**src/rtl/location_to_key.sv**
```systemverilog
// Decodes a tracked y coordinate into one of NUM_KEYS key lanes, debounces the
// lane across frames and emits note-on / note-off events for the note scheduler.
module location_to_key #(
  parameter int BASE_Y        = 485,
  parameter int PITCH         = 25,
  parameter int NUM_KEYS      = 8,
  parameter int STABLE_FRAMES = 3,
  parameter int Y_WIDTH       = 10
) (
  input  logic               clk_in,
  input  logic               rst_in,
  input  logic [Y_WIDTH-1:0] y_in,
  input  logic               present_in,
  input  logic               y_valid_in,
  output logic [2:0]         key_out,
  output logic               key_active_out,
  output logic               note_on_out,
  output logic               note_off_out,
  output logic [2:0]         off_key_out
);

  localparam int HALF  = (PITCH - 1) / 2;
  localparam int SW    = Y_WIDTH + 1;
  localparam int CNT_W = 4;
  localparam logic [CNT_W-1:0] STABLE_MAX = CNT_W'(STABLE_FRAMES);

  typedef enum logic {
    IDLE,
    ACTIVE
  } state_t;

  logic signed [SW-1:0] y_ext;
  logic [NUM_KEYS-1:0]  lane_hit;
  logic                 dec_hit;
  logic [2:0]           dec_lane;

  logic                 s1_valid;
  logic                 s1_hit;
  logic [2:0]           s1_lane;

  logic                 cand_hit_q, cand_hit_d;
  logic [2:0]           cand_lane_q, cand_lane_d;
  logic [CNT_W-1:0]     cnt_q, cnt_d;
  logic                 cand_same;
  logic                 commit;

  state_t               state_q, state_d;
  logic [2:0]           key_q, key_d;
  logic [2:0]           off_key_q, off_key_d;
  logic                 note_on_q, note_on_d;
  logic                 note_off_q, note_off_d;

  assign y_ext = $signed({1'b0, y_in});

  // Lane windows are fixed at elaboration; each lane is one range compare.
  for (genvar k = 0; k < NUM_KEYS; k++) begin : g_lane
    localparam int LO_INT = BASE_Y - PITCH * k - HALF;
    localparam int HI_INT = LO_INT + PITCH - 1;
    localparam logic signed [SW-1:0] LO = (LO_INT < 0) ? '0 : SW'(LO_INT);
    localparam logic signed [SW-1:0] HI = SW'(HI_INT);

    assign lane_hit[k] = present_in && (y_ext >= LO) && (y_ext <= HI);
  end

  // Windows are disjoint, so the encoder order only matters for odd parameters.
  always_comb begin
    dec_hit  = |lane_hit;
    dec_lane = '0;
    for (int k = NUM_KEYS - 1; k >= 0; k--) begin
      if (lane_hit[k]) begin
        dec_lane = 3'(k);
      end
    end
  end

  always_ff @(posedge clk_in or negedge rst_in) begin
    if (!rst_in) begin
      s1_valid <= 1'b0;
      s1_hit   <= 1'b0;
      s1_lane  <= '0;
    end else begin
      s1_valid <= y_valid_in;
      if (y_valid_in) begin
        s1_hit  <= dec_hit;
        s1_lane <= dec_lane;
      end
    end
  end

  // A NONE candidate always carries lane 0, so a plain compare covers both fields.
  assign cand_same = (s1_hit == cand_hit_q) && (s1_lane == cand_lane_q);

  always_comb begin
    cand_hit_d  = cand_hit_q;
    cand_lane_d = cand_lane_q;
    cnt_d       = cnt_q;
    commit      = 1'b0;
    state_d     = state_q;
    key_d       = key_q;
    off_key_d   = off_key_q;
    note_on_d   = 1'b0;
    note_off_d  = 1'b0;

    if (s1_valid) begin
      cand_hit_d  = s1_hit;
      cand_lane_d = s1_lane;
      if (cand_same) begin
        if (cnt_q != STABLE_MAX) begin
          cnt_d  = cnt_q + 4'd1;
          commit = ((cnt_q + 4'd1) == STABLE_MAX);
        end
      end else begin
        cnt_d  = 4'd1;
        commit = (STABLE_MAX == 4'd1);
      end
    end

    // Only a commit that differs from the held state produces an event.
    if (commit) begin
      if (s1_hit) begin
        if (state_q == IDLE) begin
          state_d   = ACTIVE;
          key_d     = s1_lane;
          note_on_d = 1'b1;
        end else if (key_q != s1_lane) begin
          off_key_d  = key_q;
          note_off_d = 1'b1;
          key_d      = s1_lane;
          note_on_d  = 1'b1;
        end
      end else if (state_q == ACTIVE) begin
        state_d    = IDLE;
        off_key_d  = key_q;
        note_off_d = 1'b1;
      end
    end
  end

  always_ff @(posedge clk_in or negedge rst_in) begin
    if (!rst_in) begin
      cand_hit_q  <= 1'b0;
      cand_lane_q <= '0;
      cnt_q       <= '0;
      state_q     <= IDLE;
      key_q       <= '0;
      off_key_q   <= '0;
      note_on_q   <= 1'b0;
      note_off_q  <= 1'b0;
    end else begin
      cand_hit_q  <= cand_hit_d;
      cand_lane_q <= cand_lane_d;
      cnt_q       <= cnt_d;
      state_q     <= state_d;
      key_q       <= key_d;
      off_key_q   <= off_key_d;
      note_on_q   <= note_on_d;
      note_off_q  <= note_off_d;
    end
  end

  assign key_out        = key_q;
  assign key_active_out = (state_q == ACTIVE);
  assign note_on_out    = note_on_q;
  assign note_off_out   = note_off_q;
  assign off_key_out    = off_key_q;

endmodule

```
**config.mk**
```make
export PLATFORM = sky130hd
export DESIGN_NAME = location_to_key
export DESIGN_NICKNAME = d
export VERILOG_FILES = /design/src/rtl/location_to_key.sv
export SDC_FILE = /design/constraint.sdc
export NUM_CORES = 1
export LEC_CHECK = 0
export BUFFER_PORTS_ARGS = -buffer_cell sky130_fd_sc_hd__buf_4
export CORE_MARGIN = 2
export CORE_UTILIZATION = 49
export DETAILED_ROUTE_END_ITERATION = 16
export MAX_ROUTING_LAYER = met4
export PLACE_DENSITY = 0.75
export SYNTH_ARGS = -nofsm -noshare
export SYNTH_HDL_FRONTEND = slang
export SYNTH_SLANG_ARGS = --single-unit
```
**constraint.sdc**
```tcl
create_clock -name clk_in -period 2.21 [get_ports clk_in]
set_input_delay 0.3315 -clock clk_in [delete_from_list [all_inputs] [get_ports clk_in]]
set_output_delay 0.3315 -clock clk_in [all_outputs]
set_load 0.03 [all_outputs]
```
# Word level (Yosys, flattened, before mapping)
# Cells that the tools add are included.
# word_totals
ff_bits	22
in_bits	14
output_inout_bits	9
elab_cells	85
# op_classes
addsub	1
magnitude_cmp	16
eq_ne	8
mux	28
n_reduce_logical	21
# ops
op	n
$ge A10 B9 Y1 const B	8
$le A10 B9 Y1 const B	8
$mux W3	14
$logic_and A1 B1 Y1	17
$mux W1	12
$mux W4	2
$reduce_or A8 Y1	1
$ne A2 B1 Y1 const B	3
$reduce_and A3 Y1	2
$add A4 B1 Y4 const B	1
$eq A4 B2 Y1 const B	1
$ne A4 B2 Y1 const B	1
$eq A3 B3 Y1	1
$ne A3 B3 Y1	1
$reduce_and A2 Y1	1
$eq A1 B1 Y1	1

# Logic depth before layout (Yosys ltp)
# logic_depth
word_depth	11
ltp_mapped	7
depth_no_buf	6

# Least setup slack after synthesis
# Ideal clock, no wire load.
# synth_timing
path_type	register -> register
startpoint	register cnt_q[0]
endpoint	register off_key_q[0] (netlist: off_key_out[0])
setup_ns	0.128
t_arrival_ns	1.960
path_slack_ns	0.123
path_stages_with_launch	7
synth_period_minus_slack_ns	2.087
cell_sequence	dfrtp_1 > ha_1 > or3_1 > a2111oi_4 > and3_1 > buf_4 > mux2_1
# synth_between
elab_chain_cells	6
word_cells_on_any_way	7
cone_classes	1 x add/sub; 2 x eq/ne; 3 x mux; 1 x reduce/logical
# synth_rtl
element	line	source
start, declared	43	logic [CNT_W-1:0] cnt_q, cnt_d;
start signal, assigned	152	cnt_q <= cnt_d;
$add A4 B1 Y4	110	commit = ((cnt_q + 4'd1) == STABLE_MAX);
$eq A4 B2 Y1	110	
$mux W1 *	108	if (cnt_q != STABLE_MAX) begin
$mux W1 *	107	if (cand_same) begin
$mux W1 *	104	if (s1_valid) begin
$reduce_and A3 Y1 (no source line) *	--	
end signal, assigned	155	off_key_q <= off_key_d;
end, declared	49	logic [2:0] off_key_q, off_key_d;
# Every way passes the cells marked *; elsewhere a longest branch is shown, timed or not.
# A chain may end at the register's enable or synchronous reset.

# Worst setup path in the final report
# Ends and elaborated chain as after synthesis.

==> flow_metrics.py <==
metrics = {
    "status": {
        "run_status": "complete, no violations",
    },
    "drt": {
        "vias": 1003,
        "drc": 0,
        "routed_wl_microns": 2480,
        "drtIter0Drc": 6,
        "ant_nets": 0,
        "wire_per_inst_microns": 14.42,
        "vias_per_cell": 5.831,
        "drt_pass1_iterations": 4,
    },
    "placed_design": {
        "dpl_cell_area_sq_um": 1438,
        "hpwl_microns": 1867,
        "globalplace.congestion": 0.7571,
        "portBuffers": 22,
        "dp.cells": 168,
    },
    "logic_synthesis": {
        "ys_warn_count": 0,
        "yosys.area.top_type_share": 0.4472,
        "synth_mux_area_frac": 0.1169,
        "ys_seq_area_frac": 0.4472,
        "synth_compound_area_frac": 0.1829,
        "yosysUniqueCellTypes": 40,
        "synthAdderAreaFrac": 0.02033,
        "synth_top_family_by_area": "compound AO/OA/AOI/OAI gates",
        "synth_xor_area_frac": 0.05691,
        "yosys-top-cells-area": "dfrtp_1 45%, mux2_1 6.4%, mux2_2 3.7%, a31oi_1 3.6%, xnor2_1 3.6%",
        "syn_nets": 134,
        "syn_inst": 118,
        "synth.ff_latch_count": 22,
        "yosysTopAreaCell": "dfrtp_1",
        "syn_avg_cell_area_sq_um": 10.43,
        "synthSimpleGateAreaFrac": 0.1362,
        "syn-cell-area_sq_um": 1231,
    },
    "layout": {
        "antenna_cells": 0,
        "num-fill-cells": 206,
        "stdcell_area_sq_um": 1480,
        "fin_cells": 172,
        "multiInputGateArea_sq_um": 641.9,
        "register_area_sq_um": 550.5,
        "drive_gt1_frac": 0.2746,
        "nNetsFinal": 160,
        "final_core_util": 0.6085,
        "area_growth_pct": 20.22,
    },
    "timing": {
        "worstMarginPinSlew_ps": 451.3,
        "finalSetupViolations": 0,
        "final_max_slew_viol_count": 0,
        "tns_ps": 0,
        "fin_crit_ps": 2118,
        "period_share": 0.9585,
        "slew_headroom": 0.6913,
        "skew_ps": 5.161,
        "hold_viol_final": 0,
        "max_freq_mhz": 472.1,
    },
    "critical_path": {
        "endpoint_kind": "flip-flop",
        "cp-start-kind": "flip-flop",
        "cp_max_fo": 4,
        "reg2reg_from": "cnt_q[0]",
        "crit_required_ps": 2400,
        "arrival_ps": 2310,
        "startpoint": "cnt_q[0]",
        "critPathKind": "reg2reg",
        "r2r_setup_slack_ps": 90,
    },
    "clock_tree": {
        "cts_buffers": 3,
        "clock_latency_ps": 300,
        "htreeDepth": 1,
        "cts.sink_count": 22,
        "clockRootBuffer": "clkbuf_4",
        "cts_tree": "yes",
        "cts_buffer_depth": 2,
        "clkTransAtPathRegs_ps": 110,
    },
    "min_path": {
        "min-delay-path-class": "in2reg",
        "hold_start": "y_valid_in",
    },
    "global_routing": {
        "grt_pass1_wl_microns": 4057,
        "grtUsageTotal": 0.2001,
        "grtUsageMet1": 0.2382,
        "top_usage_layer": "met2",
        "grt_use_met3": 0.01667,
        "met2_usage": 0.3373,
        "grt_overflow": 0,
        "antenna_found_initial": 0,
        "grt_pass1_vias": 939,
        "grt_max_degree": 23,
    },
    "die": {
        "core_area_sq_um": 2432,
        "initial_core_util": 0.5062,
        "ios": 23,
        "die-area_sq_um": 2930,
        "die_h_microns": 54.13,
        "die_w_microns": 54.13,
        "rows": 18,
    },
    "power": {
        "leakage_uw": 0.0007057,
        "powerDensity_nw_per_um2": 648.8,
        "finalPower_uw": 960.3,
        "ir_drop_mv": 0.3970,
    },
    "flow_run": {
        "cap_violations": 0,
    },
}
path summary, 6_finish.rpt:
kind / end / cells after the start
worst max-delay path: off_key_out[0] / 5
worst min-delay path: s1_valid / 1
worst max register to register: off_key_out[0] / 5
worst min register to register: off_key_out[2] / 1
max in group asynchronous: cnt_q[0] / 2
min in group asynchronous: key_out[1] / 2
per-stage QoR:
step	setup WS (ps)	hold WS [ps]
after floorplan	122.7	35.91
after global placement	115.3	228.1
after detailed placement	34.93	231.9
after CTS	16.84	183.7
after global routing	-0.3739	180.8
final	91.71	194.7
cell type report:
class	instances	share of cell area
multi-input cells	84	0.4336
clock buffers	3	0.01522
well taps	30	0.02536
repair buffers	27	0.1386
inverters	6	0.01522
flip-flops and latches	22	0.3719
power breakdown:
part / total (uW) / internal [uW] / switching, uW
registers: 471 / 440 / 31.2
logic: 311 / 144 / 167
clock network: 178 / 63.7 / 114
synth_stat cells:
library cell / instances
buf_4: 1
dfrtp_1: 22
nor3b_1: 1
and2_1: 2
inv_1: 6
o21ai_1: 1
mux2_1: 7
a2111oi_0: 1
xnor2_1: 5
a31o_2: 1
nand4_2: 1
mux2_2: 4
a2111oi_4: 1
o31ai_1: 2
ha_1: 2
nor2_1: 3
a21boi_1: 1
nand3b_1: 1
a31oi_1: 7
clkbuf_1: 4
nor3_1: 3
nand2_1: 7
mux2i_1: 2
nor4b_1: 1
or2_2: 1
and3_1: 3
a21oi_1: 4
o211ai_1: 2
xor2_1: 3
nor2b_1: 1
or3_1: 2
nand4_1: 1
nand2b_1: 1
o21ai_0: 5
buf_1: 1
nand3_1: 2
a32o_1: 1
o22ai_1: 1
a311o_1: 1
a21o_1: 3
layer usage:
metal	wire (microns)	part of all wire
met5	0	0
met4	74	0.030
met3	83	0.033
met2	1247	0.50
met1	1074	0.43
state kept, by name, indices dropped and copies added, names as in the netlist:
signal          flops
cnt_q               4
cand_lane_q         3
key_out             3
off_key_out         3
s1_lane             3
cand_hit_q          1
key_active_out      1
note_off_out        1
note_on_out         1
s1_hit              1
s1_valid            1
layout by cell type (no fill, tap or decap), types with 3 or more instances in the layout:
cell type / netlist / final
a21o_1: 3 / 3
a21oi_1: 4 / 4
a31oi_1: 7 / 7
buf_4: 1 / 26
clkbuf_4: 0 / 3
dfrtp_1: 22 / 22
inv_1: 6 / 6
mux2_1: 7 / 7
mux2_2: 4 / 4
nand2_1: 7 / 7
nor2_1: 3 / 3
nor3_1: 3 / 3
o21ai_0: 5 / 5
xnor2_1: 5 / 5
xor2_1: 3 / 3
what timing repair did:
item / 4_1_cts / 5_1_grt
gates resized for setup: 0 / 3
setup buffers: 0 / 0
hold buffers: 1 / 0
hold endpoints to repair: 22 / 0
setup endpoints to repair: 0 / 3
cells by family after synthesis:
group / count (synthesis)
adder cells (fa/ha/maj): 2
buffers and inverters: 12
AND/OR/NAND/NOR: 30
XOR/XNOR: 8
flip-flops: 22
multiplexers: 13
AO/OA/AOI/OAI: 31
worst max-delay path, stage by stage (launching register included):
cell and delay, ps:
dfrtp_1 400, ha_1 240, or3_4 400, a2111oi_4 350
and3_4 270, mux2_1 340
Power figures use the tool's default switching activity.
